**src/rtl/alm_pkg.sv**
```systemverilog
// Shared constants and state encoding for the ALM dot-product accumulator.
package alm_pkg;

  localparam int unsigned P_W         = 17;
  localparam int unsigned ACC_W_DEF   = 24;
  localparam int unsigned MAX_LEN_DEF = 256;
  localparam int unsigned CNT_W       = 9;

  typedef enum logic [1:0] {
    ST_IDLE  = 2'd0,
    ST_ACCUM = 2'd1,
    ST_HOLD  = 2'd2
  } state_t;

endpackage

```
**src/rtl/alm_sat_add.sv**
```systemverilog
// Sign-extends a product, adds it to the accumulator and clamps to the signed ACC_W range.
module alm_sat_add
  import alm_pkg::*;
#(
  parameter int unsigned ACC_W = ACC_W_DEF
) (
  input  logic [ACC_W-1:0] acc,
  input  logic [P_W-1:0]   p,
  output logic [ACC_W-1:0] sum,
  output logic             clamp
);

  localparam int unsigned EXT_W = ACC_W + 1;

  logic [EXT_W-1:0] raw_c;

  // One guard bit: the top two bits disagree exactly when the true sum leaves the range.
  always_comb begin
    raw_c = {acc[ACC_W-1], acc} + {{(EXT_W-P_W){p[P_W-1]}}, p};
    clamp = raw_c[EXT_W-1] ^ raw_c[EXT_W-2];
    sum   = raw_c[ACC_W-1:0];
    if (clamp) begin
      if (raw_c[EXT_W-1]) begin
        sum = {1'b1, {(ACC_W-1){1'b0}}};
      end else begin
        sum = {1'b0, {(ACC_W-1){1'b1}}};
      end
    end
  end

endmodule

```
**src/rtl/alm_dot_acc.sv**
```systemverilog
// Packetised saturating accumulator of ALM products with a held, handshaked result.
module alm_dot_acc
  import alm_pkg::*;
#(
  parameter int unsigned ACC_W   = ACC_W_DEF,
  parameter int unsigned MAX_LEN = MAX_LEN_DEF
) (
  input  logic             clk,
  input  logic             rst,
  input  logic             in_valid,
  output logic             in_ready,
  input  logic [P_W-1:0]   in_p,
  input  logic             in_last,
  output logic             out_valid,
  input  logic             out_ready,
  output logic [ACC_W-1:0] out_sum,
  output logic [CNT_W-1:0] out_count,
  output logic             out_ovf,
  output logic             out_trunc
);

  state_t           state;
  logic [ACC_W-1:0] acc;
  logic [CNT_W-1:0] cnt;
  logic             ovf;

  logic [ACC_W-1:0] sum_c;
  logic             clamp_c;
  logic [CNT_W-1:0] cnt_inc_c;
  logic             accept_c;
  logic             at_max_c;
  logic             close_c;

  alm_sat_add #(.ACC_W(ACC_W)) u_sat_add (
    .acc   (acc),
    .p     (in_p),
    .sum   (sum_c),
    .clamp (clamp_c)
  );

  assign accept_c  = in_valid && in_ready;
  assign cnt_inc_c = cnt + CNT_W'(1);
  assign at_max_c  = (cnt_inc_c == CNT_W'(MAX_LEN));
  assign close_c   = in_last || at_max_c;

  // in_ready mirrors "not HOLD" but is kept as its own flop so it is a clean registered output.
  always_ff @(posedge clk) begin
    if (rst) begin
      state     <= ST_IDLE;
      acc       <= '0;
      cnt       <= '0;
      ovf       <= 1'b0;
      in_ready  <= 1'b1;
      out_valid <= 1'b0;
      out_sum   <= '0;
      out_count <= '0;
      out_ovf   <= 1'b0;
      out_trunc <= 1'b0;
    end else begin
      case (state)
        ST_IDLE, ST_ACCUM: begin
          if (accept_c) begin
            acc <= sum_c;
            cnt <= cnt_inc_c;
            ovf <= ovf | clamp_c;
            if (close_c) begin
              state     <= ST_HOLD;
              in_ready  <= 1'b0;
              out_valid <= 1'b1;
              out_sum   <= sum_c;
              out_count <= cnt_inc_c;
              out_ovf   <= ovf | clamp_c;
              out_trunc <= at_max_c && !in_last;
            end else begin
              state <= ST_ACCUM;
            end
          end
        end
        ST_HOLD: begin
          if (out_ready) begin
            state     <= ST_IDLE;
            in_ready  <= 1'b1;
            out_valid <= 1'b0;
            acc       <= '0;
            cnt       <= '0;
            ovf       <= 1'b0;
          end
        end
        default: begin
          state    <= ST_IDLE;
          in_ready <= 1'b1;
        end
      endcase
    end
  end

endmodule
```
**config.mk**
```make
export PLATFORM = sky130hd
export DESIGN_NAME = alm_dot_acc
export DESIGN_NICKNAME = d
export VERILOG_FILES = /design/src/rtl/alm_pkg.sv /design/src/rtl/alm_sat_add.sv /design/src/rtl/alm_dot_acc.sv
export SDC_FILE = /design/constraint.sdc
export NUM_CORES = 1
export LEC_CHECK = 0
export CORE_MARGIN = 5
export CORE_UTILIZATION = 45
export DETAILED_ROUTE_END_ITERATION = 10
export PLACE_DENSITY_LB_ADDON = 0.1
export SYNTH_ARGS = -nofsm -noshare
export SYNTH_HDL_FRONTEND = slang
export SYNTH_SLANG_ARGS = --single-unit
export TNS_END_PERCENT = 100
```
**constraint.sdc**
```tcl
create_clock -name clk -period 3.6 [get_ports clk]
set_clock_uncertainty 0.15 [all_clocks]
set_input_delay 0.54 -clock clk [delete_from_list [all_inputs] [get_ports clk]]
set_output_delay 0.54 -clock clk [all_outputs]
set_load 0.05 [all_outputs]
```
==> results.md, run 1 <==
Layout:
- The proportion of layout cells with a drive suffix above 1 is 0.142.
- The signed area change from the synthesized netlist to the final layout is 26.5%.
- Counting the fill cells in the layout gives 916.
- The number of antenna diodes in the final layout is 0.
- The net count of the finished layout is 663.

CTS:
- TritonCTS built the clock tree.
- The library cell used as clock root buffer is clkbuf_8.
- Clock tree synthesis inserted a total of 9 buffers.
- Gates resized during post-CTS repair numbered 0.
- Hold repair after CTS inserted 0 buffers.
- The insertion delay of the later-clocked pin in the worst-skew pair is approximately 0.34 ns.
- The number of sinks handled by clock tree synthesis is 73.
- The maximum level of the CTS H-tree is 3.
- Post-CTS timing repair inserted 0 buffers for setup.
- After clock tree synthesis, the clock-pin slew on the worst setup and hold paths is ~0.090 ns.
- The number of buffers on the longest clock path is 2.

Synthesis:
- Ranked by total cell area, the synthesized netlist is headed by dfxtp_1, ha_1, a21oi_1.
- Of the total synthesized cell area, the portion taken by XOR and XNOR cells is 0.0522.
- The post-synthesis async set-or-reset flop share is 0.
- The number of synthesized flops with an enable pin is 0.
- The number of nets handed over by synthesis was 579.
- Synthesis produced 530 cells.
- The combinational family with the most area after synthesis is compound AO/OA/AOI/OAI gates.
- Of the total synthesized cell area, the portion taken by AND, OR, NAND and NOR gates is 0.182.
- Of the total synthesized cell area, the portion taken by full adders, half adders and majority gates is 0.0791.
- The share of cell area taken by muxes after synthesis is 0.00975.
- The synthesized netlist occupies a cell area of 0.00436 mm2.
- For this run, the leading register cell type out of synthesis is dfxtp_1.
- Of the post-synthesis cell area, the dominant cell type holds 0.335.
- The part of the Yosys area used for sequential elements is 0.335.
- The area fraction in compound gates after synthesis is 0.290.
- The count of yosys warnings during synthesis is 0.
- The synthesized netlist contains 60 unique library cells.
- In this run, synthesis produced a sequential element count of 73.
- dfxtp_1 takes more of the synthesized area than any other cell.
- The average footprint of a synthesized cell is ~8.2 um2.

Worst setup path:
- The endpoint arrival time on the critical path is 3.44 ns.
- STA puts the critical path data required time at 3.71 ns.
- The worst setup path is of the in2reg kind.
- The largest fanout on the critical path is 21.
- The kind of cell adding the most delay to the critical path is compound AO/OA/AOI/OAI gates.
- Walking the worst path, the cells encountered are clkdlybuf4s50_1 -> ha_1 -> inv_1 -> fa_1 -> nand2b_1 -> a21oi_1 -> o211a_1 -> a31o_2 -> a41oi_4 -> a31oi_4 -> buf_12 -> buf_4 -> nand2_1 -> a211oi_1.
- The critical path's slowest cell is clkdlybuf4s50_1.
- The startpoint type of the worst setup path is an input pin.
- The worst setup path is captured at a flop.
- The count of buffering cells on the critical path with inverters included is 4.
- The largest single stage delay on the critical path is 0.48 ns.

Floorplanning:
- Measured along the x axis, the die boundary spans between 100 and 150 um.
- The vertical die dimension is 108 um.
- The core region area is 0.00959 mm2.
- The initialized floorplan defines 36 standard-cell rows.
- The effective utilization at floorplan is 0.455.
- The floorplan step defined a die boundary enclosing 0.0118 mm2.
- Pin placement for this block handled 59 I/O pins.

Timing:
- Dividing the final minimum period by the clock period gives 0.924.
- Setup slack closes at 0.272 ns.
- The actual transition at the worst max-transition pin is 1.08 ns.
- For this run, the top clock speed supported by timing is 300 MHz.
- The relative max-transition margin is 0.274.
- Setup violations remaining at the end of the flow were counted as 0.
- Setup repair after global routing left no endpoint under its margin.
- The count of pins over their slew limit came to 0.
- The final sum of negative setup slack is 0 ns.
- The smallest hold slack is 0.285 ns.
- The post-route minimum period is 3.33 ns.
- The final hold violation count came to 0.

Routing:
- The number of search-and-repair iterations in the first detailed-routing pass is 4.
- Once detail routing completed, the nets flagged for antenna violations numbered 0.
- The average wire length per cell after detail routing is about 16 um.
- The post-route DRC violation count is 0.
- The routed via count is 4,154.
- The final wirelength is 12,000 um.
- In the routed layout, each cell is associated on average with a via count of 5.52.
- The first-iteration detailed-routing DRC count is 145.

Power and ir drop:
- Across the VDD grid, the largest voltage drop is 0.206 mV.
- Summed over all cells, the static leakage comes to 2.25 nW.
- The power per cell area is 521 mW/mm2.

GRT:
- The initial antenna violation count was 0.
- The first global-routing pass estimated about 20,000 um of wire.
- The pin count of the biggest net entering global routing is 59.
- The final global-route overflow total is 0.
- The via count of the first global-routing pass came to 3,985.
- In the global route stage, overall resource usage came out at 0.209.

Place:
- The number of buffers inserted by port buffering is 58.
- At the end of routability-driven placement, the weighted congestion stood at 0.914.
- At the placement stage, the worst setup path has a slack of -0.117 ns.
- Detailed placement ended at an HPWL of 8920 um.

Hold path:
- The path class of the lowest-slack min-delay path is in2reg.

Run:
- Across the run, the number of max-cap violations was 0.

Outcome:
- The flow ran to the end, and the final reports show no timing, DRC or antenna violations.
layout make-up:
class                   instances  area, um2  share of cell area
flip-flops and latches         73       1460               0.265
repair buffers                109        971               0.176
well taps                     133        166              0.0302
clock buffers                  11        131              0.0238
inverters                      10       37.5             0.00680
multi-input cells             411       2690               0.487
clock inverters                 5       63.8              0.0116
cells in the mapped netlist, types with 4 or more instances:
cell type  instances
a21oi_1           53
buf_6              4
inv_1             10
a21o_1            10
o211ai_1           6
clkbuf_1          16
nor3_1            14
a211oi_2           7
o21ai_0           32
ha_1              26
dfxtp_1           73
nand2_1           47
o21a_1             4
a22oi_1            6
xor2_1             9
and3_1             6
xnor2_1           17
nand3b_1           9
nor2_1            60
nand3_1            9
buf_2             14
nor2b_1            4
a31oi_1            4
nand2b_1           5
a211oi_1          31
o21bai_1           4
worst reg2reg max path: stages, from the launching register on:
cell,delay [ns]
dfxtp_1,0.38
ha_1,0.18
inv_1,0.05
fa_1,0.37
nand2b_1,0.17
a21oi_1,0.19
o211a_1,0.23
a31o_2,0.20
a41oi_4,0.16
a31oi_4,0.23
buf_12,0.18
buf_4,0.13
nand2_1,0.06
a211oi_1,0.26
power breakdown:
part / internal [mW] / switching (mW) / total, mW
Clock: 0.326 / 0.334 / 0.661
Sequential: 0.894 / 0.0551 / 0.949
Combinational: 0.543 / 0.725 / 1.27
Total: 1.76 / 1.11 / 2.88
registers in the layout, summed over array words and instances (netlist names):
| register | count |
|---|---|
| state | 2 |
| out_valid | 1 |
| out_count | 9 |
| ovf | 1 |
| out_sum | 24 |
| cnt | 9 |
| in_ready | 1 |
| out_trunc | 1 |
| out_ovf | 1 |
| acc | 24 |
layout by cell type (no fill, tap or decap), types with 4 or more instances in the layout:
cell type and n:
inv_1 10, o21bai_1 4, a21o_1 10, o21ai_0 32
o211ai_1 6, clkbuf_8 9, nand3b_1 9, dfxtp_1 73
nor3_1 13, nand2_1 47, nand3_1 9, nor2_1 60
a211oi_2 7, nor2b_1 4, clkdlybuf4s50_1 57, nand2b_1 5
xnor2_1 17, a21oi_1 53, buf_4 50, o21a_1 4
xor2_1 9, a211oi_1 31, ha_1 26, and3_1 6
a22oi_1 6, a31oi_1 4
cell families (layout without fill, tap and decap cells):
| logic type | Yosys count | in the layout |
|---|---|---|
| AO/OA/AOI/OAI | 183 | 183 |
| AND/OR/NAND/NOR | 171 | 171 |
| buffers and inverters | 46 | 135 |
| adder cells (fa/ha/maj) | 27 | 27 |
| multiplexers | 4 | 4 |
| XOR/XNOR | 26 | 26 |
| flip-flops | 73 | 73 |
metal layers:
| metal | GRT usage | routed length, um | share of wire | vias to the layer above |
|---|---|---|---|---|
| met5 | 0 | 0 | 0 | - |
| met2 | 0.334 | 5630 | 0.47 | 91 |
| met1 | 0.276 | 5550 | 0.46 | 1957 |
| met3 | 0.0490 | 505 | 0.042 | 18 |
| met4 | 0.0766 | 337 | 0.028 | 0 |
| li1 | - | - | - | 2088 |
per-stage QoR:
step           cells  power (mW)  utilization  instance area, um2
2_1_floorplan    530        1.78            -                4360
3_3_place_gp     736        2.22        0.555                5320
3_5_place_dp     736        2.23        0.555                5320
4_1_cts          752        2.90        0.575                5520
5_1_grt          752        3.06        0.575                5520
6_report         752        2.88        0.575                5520
final timing paths:
check	startpoint	endpoint	slack [ns]	cells after the start
setup / recovery	in_p[0]	out_sum[14]	0.27	14
hold reg to reg	acc[9]	acc[9]	0.32	2
hold / removal	rst	acc[2]	0.28	2
setup reg to reg	acc[0]	out_sum[14]	0.56	13
(Power assumes the default switching activity.)
==> inputs of run 2 (changes only) <==
Settings changed: CORE_UTILIZATION 45 to 40, GPL_ROUTABILITY_DRIVEN from default to 0.
==> run 2 against run 1 <==
  * Setup slack got worse by 0.0074 ns
  * Critical path depth decreased by 1
  * Clock power decreased by 4.5%
  * Power decreased by 3.2%
  * Fmax decreased by 0.22%
  * Design area decreased by 1.1%
  * Critical path type unchanged
  * Sequential share of layout area increased by 0.29 points
  * Critical endpoint is now acc[2]
==> results.md, run 2 (synthesis gave the netlist of run 1 again) <==
Outcome:
- The run finished with clean final reports.

Floorplanning:
- For this configuration, the core starts out at a cell density of 0.406.
- 59 I/O pins were placed.
- From left edge to right edge, the die measures around 110 um.
- The floorplan has 38 rows.
- The die covers around 0.013 mm2.
- The core region is 0.0107 mm2.
- The vertical die dimension is between 100 and 150 um.

Routing:
- Using the TritonRoute via totals, the vias-per-cell ratio works out to about 5.4.
- Wires add up to 11,700 um.
- The detailed router finished its first iteration with 184 violations.
- In the routed design, unresolved DRC markers number 0.
- In this run the remaining antenna-violating nets after routing total 0.
- The detailed router placed 4,048 vias in this run.
- The number of search-and-repair iterations in the first detailed-routing pass is 5.
- The average wire length per cell after detail routing is 15.6 um.
- The detailed-routed wire length on met2 is 5340 um.
- Summed over all nets, wire length on met3 after detailed routing comes to 417 um.
- The highest signal layer in the routed design is met4.
- The length of routed wiring on met1 is 5820 um.

GRT:
- The global router's overall resource usage is 0.184.
- Entering global routing, the biggest net connects 44 pins.
- Global routing finished with a remaining overflow of 0.
- The initial antenna violation count is 0.
- The first global-routing pass estimated 19,400 um of wire.
- The via count of the first global-routing pass was 3,935.

Place:
- Detailed placement finished with a half-perimeter wire length of 8900 um.
- Including well taps, the total number of placed cells is 735.
- OpenSTA, run right after detailed placement, puts the worst setup slack at -0.105 ns.
- The number of buffers inserted by port buffering is 58.

Worst setup path:
- The required time of the worst setup path is 3.73 ns.
- The path depth of the worst reg2reg path is 12.
- The critical path in this run is classified as in2reg.
- The endpoint identified for the worst register-to-register timing path is acc[2].
- The stage delay of the slowest cell on the critical path is 0.49 ns.
- Setup slack on the worst reg-to-reg path comes out at 0.57 ns.
- The startpoint type of the worst setup path is an input pin.
- Of all nets on the critical path, the largest fanout is 13.
- The beginning of the worst register-to-register path is acc[0].
- The critical path goes through clkdlybuf4s50_1 -> ha_1 -> inv_1 -> fa_1 -> nand2b_1 -> a21oi_1 -> o211a_1 -> a31o_2 -> a41oi_4 -> a31oi_4 -> buf_4 -> a31oi_1 -> a211oi_2.
- The slowest stage of the critical path belongs to the cell clkdlybuf4s50_1.
- STA classifies the critical path endpoint as a flop.
- The endpoint arrival time on the critical path is 3.47 ns.

Layout:
- In the layout the commonest cells are dfxtp_1, nor2_1, clkdlybuf4s50_1, a21oi_1, nand2_1.
- The largest registers in the layout are acc: 24 flops, out_sum: 24 flops.
- The net total in the final layout is 655.
- Leaving out fill and tap cells, the most frequent cell in the layout is dfxtp_1.
- Fill cells in the final layout number 1,086.
- Of the cells placed in the final design, the portion with a size suffix greater than 1 is 0.134.
- The count of antenna diodes in the layout is 0.
- The total area of sequential cells is 0.00146 mm2.
- The number of cells in the finished layout apart from fillers is 751.
- From synthesis to final layout, the design area changed by 25.1%.
- The multi-input combinational cells in the finished layout cover a total of 0.00269 mm2.

Timing:
- The final cycle utilization of the critical path is 0.926.
- The actual transition at the worst max-transition pin is slightly above 1 ns.
- The smallest hold slack is 0.316 ns.
- The final hold violation count is 0.
- Setup repair after global routing left no endpoint under its margin.
- The post-route minimum period is 3.34 ns.
- The total setup violations reported at the end of the flow is 0.
- The count of pins over their slew limit is 0.
- Based on the critical path, the design can be clocked at up to 300 MHz.
- The post-layout worst setup margin is about 0.26 ns.
- Headroom to the max-slew limit came out at 0.317.

Power and ir drop:
- The worst ir drop on vdd is 0.273 mV.
- The design draws 2.79 mW.
- The power per cell area is around 510 mW/mm2.
- The leakage dissipation is 2.20 nW.

CTS:
- Counting every sink on the clock net gives between 70 and 80.
- The tree is rooted in a clkbuf_8.
- In this run, post-CTS hold repair placed 0 buffers.
- The number of gates resized after CTS is 0.
- TritonCTS built the clock tree.
- The number of setup buffers added after CTS is 0.
- The insertion delay of the later-clocked pin in the worst-skew pair is 0.36 ns.
- The maximum level of the CTS H-tree is 3.
- No sink is reached through more buffers than the 2 on the longest clock path.
- The number of buffers created by CTS is 9.
- Clock-pin slew was measured on the worst setup and hold paths at 0.09 ns.

Hold path:
- The path with the worst hold slack has its endpoint at acc[6].
- The worst hold path begins at acc[6].
- The path class of the lowest-slack min-delay path is reg2reg.
- The count of cells along the worst hold path is 2.

Run:
- The tool flagged a number of max-cap violations equal to 0.
## run 2: how the worst max path moves through the flow
stage / startpoint / end / slack, ns
2_1_floorplan: in_p[0] / out_sum[18] / 0.60
3_3_place_gp: in_p[0] / acc[2] / -0.01
3_5_place_dp: in_p[0] / acc[2] / -0.11
4_1_cts: in_p[0] / acc[2] / 0.26
5_1_grt: in_p[16] / out_sum[2] / 0.11
6_report: in_p[0] / acc[2] / 0.26
## run 2: critical path: cells and delay by family
kind / cells / cell delay [ns]
adders and majority gates: 2 / 0.54
AOI/OAI and AO/OA: 7 / 1.43
buffers and inverters: 3 / 0.78
and+or+nand+nor: 1 / 0.17
## run 2: layout make-up
cell class	count	area share
clock buffer	9	0.0227
clock inverter	7	0.0117
inverter	10	0.00687
multi-input combinational	411	0.492
sequential	73	0.268
tap	140	0.0321
timing repair buffer	101	0.167
## run 2: report_power, final
group | switching [mW] | internal [mW] | leakage (nW) | total, mW
Clock | 0.366 | 0.264 | 0.0899 | 0.631
Sequential | 0.0579 | 0.894 | 0.599 | 0.952
Combinational | 0.696 | 0.507 | 1.51 | 1.20
## run 2: routing by layer
metal | vias to the layer above | GRT usage
met5 | - | 0
li1 | 2083 | -
met3 | 10 | 0.0322
met2 | 78 | 0.298
met1 | 1877 | 0.250
met4 | 0 | 0.0530
## run 2: metrics by stage
| stage | util | TNS [ns] | instance area (um2) |
|---|---|---|---|
| after detailed placement | 0.491 | -1.19 | 5270 |
| after CTS | 0.508 | 0 | 5460 |
| after global placement | 0.491 | -0.0210 | 5270 |
| final | 0.508 | 0 | 5460 |
| after global routing | 0.508 | 0 | 5460 |
| after floorplan | - | 0 | 4360 |
==> inputs of run 3 (changes only) <==
Settings changed: CORE_UTILIZATION 40 to 31.
==> run 3 against run 2 <==
  * Critical path depth grew 1
  * Setup slack lost 0.041 ns
  * Combinational power grew 6%
  * Via count grew 1.6%
  * Power grew 11%
  * Sequential share of layout area shrank 0.99 points
  * Final cell count grew 6.4%
  * Design area grew 3.8%
  * Die area grew 26%
  * Global-route usage shrank 2.7 points
  * Clock-buffer cell count grew 2
  * Utilization shrank 9.8 points
==> results.md, run 3 (synthesis gave the netlist of run 1 again) <==
Timing:
- The smallest hold slack is 0.310 ns.
- The final cycle utilization of the critical path is 0.938.
- The post-route minimum period is 3.38 ns.
- The relative max-transition margin is 0.362.
- The final hold violation count is 0.
- The maximum achievable frequency is just under 300 MHz.
- Setup total negative slack on the finished layout was measured at 0 ns.
- The count of pins over their slew limit is 0.
- Setup repair after global routing left no endpoint under its margin.
- Setup violations remaining at the end of the flow were counted as 0.
- At the pin with the least slew margin, the transition time is approximately 0.95 ns.

Worst setup path:
- In this run the critical register-to-register path is captured at out_sum[13].
- Broken down by cell family, the worst path's largest delay share belongs to compound AO/OA/AOI/OAI gates.
- The most critical setup path has its endpoint at out_sum[13].
- The type of the worst setup path is in2reg.
- The endpoint arrival time on the critical path is ~3.5 ns.
- Counting both buffers and inverters, the worst setup path holds a total of 4.
- The beginning of the worst register-to-register path is acc[0].
- Of all nets on the critical path, the largest fanout is 21.
- The path depth of the worst reg2reg path is 13.
- The count of cell instances traversed by the critical path is 14.
- The worst setup path is captured at a flop.
- On the worst path, the slowest cell contributes a delay of 0.47 ns.
- The critical path's slowest cell is clkdlybuf4s50_1.
- The signal on the critical path passes through clkdlybuf4s50_1 -> ha_1 -> inv_1 -> fa_1 -> nand2b_1 -> a21oi_1 -> o211a_1 -> a31o_2 -> a41oi_4 -> a31oi_4 -> buf_12 -> a21oi_1 -> buf_4 -> a211oi_2.
- The startpoint type of the worst setup path is an input pin.
- The critical path launch point is in_p[0].
- The most common cell type on the critical path is a21oi_1.
- The required time of the worst setup path is 3.71 ns.
- For flop-to-flop paths, the worst setup slack is 0.46 ns.

Floorplanning:
- The area of the die is 0.0166 mm2.
- The die extent in x is 129 um.
- After floorplanning, the core was divided into 43 placement rows.
- The core region is 0.0138 mm2.
- The effective utilization at floorplan is 0.316.
- In this run the count of I/O pins placed on the die edge is a little under 60.
- From bottom edge to top edge, the die measures about 130 um.

Power and ir drop:
- Across the VDD grid, the largest voltage drop is 0.261 mV.
- For this design the static power due to leakage is 2.30 nW.
- The design draws just over 3 mW.
- The power per cell area is 545 mW/mm2.

Layout:
- The top cell types in the final layout, fill and taps aside, are dfxtp_1, nor2_1, clkdlybuf4s50_1, a21oi_1, buf_4.
- The largest registers in the layout are acc: 24 flops, out_sum: 24 flops.
- The signed area change from the synthesized netlist to the final layout is 29.9%.
- After the last flow step, the layout net total stands at roughly 670.
- Of the cells placed in the final design, the portion with a size suffix greater than 1 is 0.141.
- After filler insertion, the fill cell instance count of the layout stands at between 1,000 and 1,500.
- The most common library cell in the layout ignoring fill and taps is dfxtp_1.
- The count of antenna diodes in the layout is 0.

Routing:
- After detailed routing, the number of vias per cell comes to 5.15.
- The routed via count is just over 4,000.
- Once detail routing completed, the nets flagged for antenna violations numbered 0.
- In the routed design, unresolved DRC markers number 0.
- The number of search-and-repair iterations in the first detailed-routing pass is 6.
- For this block, the initial DRC count from the detailed router was 227.
- The average wire length per cell after detail routing is 15.8 um.
- After detailed routing, the total wire length is 12,600 um.

CTS:
- The post-CTS setup repair buffer count is 0.
- The clock tree from TritonCTS is yes.
- The number of buffers created by CTS is 9.
- After clock tree synthesis, the clock-pin slew on the worst setup and hold paths is 0.06 ns.
- The number of gates resized after CTS is 0.
- The count of hold-fix buffers inserted at cts is 0.
- Clock tree synthesis selected as its root buffer the cell clkbuf_16.
- The maximum level of the CTS H-tree is 3.
- CTS saw 73 sinks.
- The clock passes through at most 2 buffers.
- For the worst-skew pair, the clock arrives at the later sink with an insertion delay of 0.34 ns.

GRT:
- The first global-routing pass estimated 20,800 um of wire.
- In the global route stage, overall resource usage came out at 0.157.
- The via count of the first global-routing pass is 4,124.
- The pin count of the biggest net entering global routing is between 50 and 60.
- The initial antenna violation count is 0.
- The final global-route overflow total is 0.

Place:
- Detailed placement finished with a half-perimeter wire length of 9620 um.
- The number of buffers inserted by port buffering is 58.

Hold path:
- The worst hold path belongs to the class reg2reg.

Outcome:
- The run finished with clean final reports.

Run:
- The max-capacitance violation count is 0.
-- run 3: changes by cell type in the layout (fill, tap and decap cells not counted), sizes merged --
cell / before / now
buf: 44 / 54
inv: 13 / 10
clkbuf: 9 / 11
clkinvlp: 2 / 0
bufinv: 0 / 1
-- run 3: layout make-up --
cell class / instances / area (um2) / area share
Clock buffer: 11 / 233 / 0.0411
Clock inverter: 3 / 43.8 / 0.00772
Inverter: 10 / 37.5 / 0.00662
Multi-Input combinational cell: 411 / 2680 / 0.473
Sequential cell: 73 / 1460 / 0.258
Tap cell: 180 / 225 / 0.0397
Timing Repair Buffer: 111 / 986 / 0.174
-- run 3: worst min path at each step --
stage | endpoint | start | cells after the start | slack, ns
finish | acc[5] | acc[5] | 2 | 0.31
global route | acc[10] | acc[10] | 2 | 0.33
CTS | acc[5] | acc[5] | 2 | 0.31
detailed placement | acc[5] | acc[5] | 2 | 0.30
global placement | acc[8] | acc[8] | 2 | 0.29
floorplan | acc[10] | acc[10] | 2 | 0.28
-- run 3: routing by layer --
layer | global-route usage | routed length, um | vias up
met3 | 0.0328 | 412 | 24
met1 | 0.203 | 5900 | 1930
li1 | - | - | 2094
met4 | 0.0642 | 367 | 0
met5 | 0 | 0 | -
met2 | 0.255 | 5970 | 64
-- run 3: where the power goes --
part	total [mW]	switching, mW	internal, mW
logic	1.27	0.727	0.540
registers	0.953	0.0569	0.896
clock network	0.871	0.342	0.529
total	3.09	1.13	1.97
-- run 3: worst register-to-register path: stages (launching register included) --
cell and delay (ns):
dfxtp_1 0.41, ha_1 0.20, inv_1 0.06, fa_1 0.38
nand2b_1 0.17, a21oi_1 0.20, o211a_1 0.25, a31o_2 0.21
a41oi_4 0.16, a31oi_4 0.26, buf_12 0.18, a21oi_1 0.10
buf_4 0.14, a211oi_2 0.20
-- run 3: metrics by stage --
stage                     worst slack, ns  instances  utilization  instance area [um2]
after global routing               0.0854        799        0.410                 5670
after global placement             0.0114        785        0.390                 5390
final                               0.224        799        0.410                 5670
after floorplan                     0.601        530            -                 4360
after detailed placement           -0.114        785        0.390                 5390
after CTS                           0.226        799        0.410                 5670
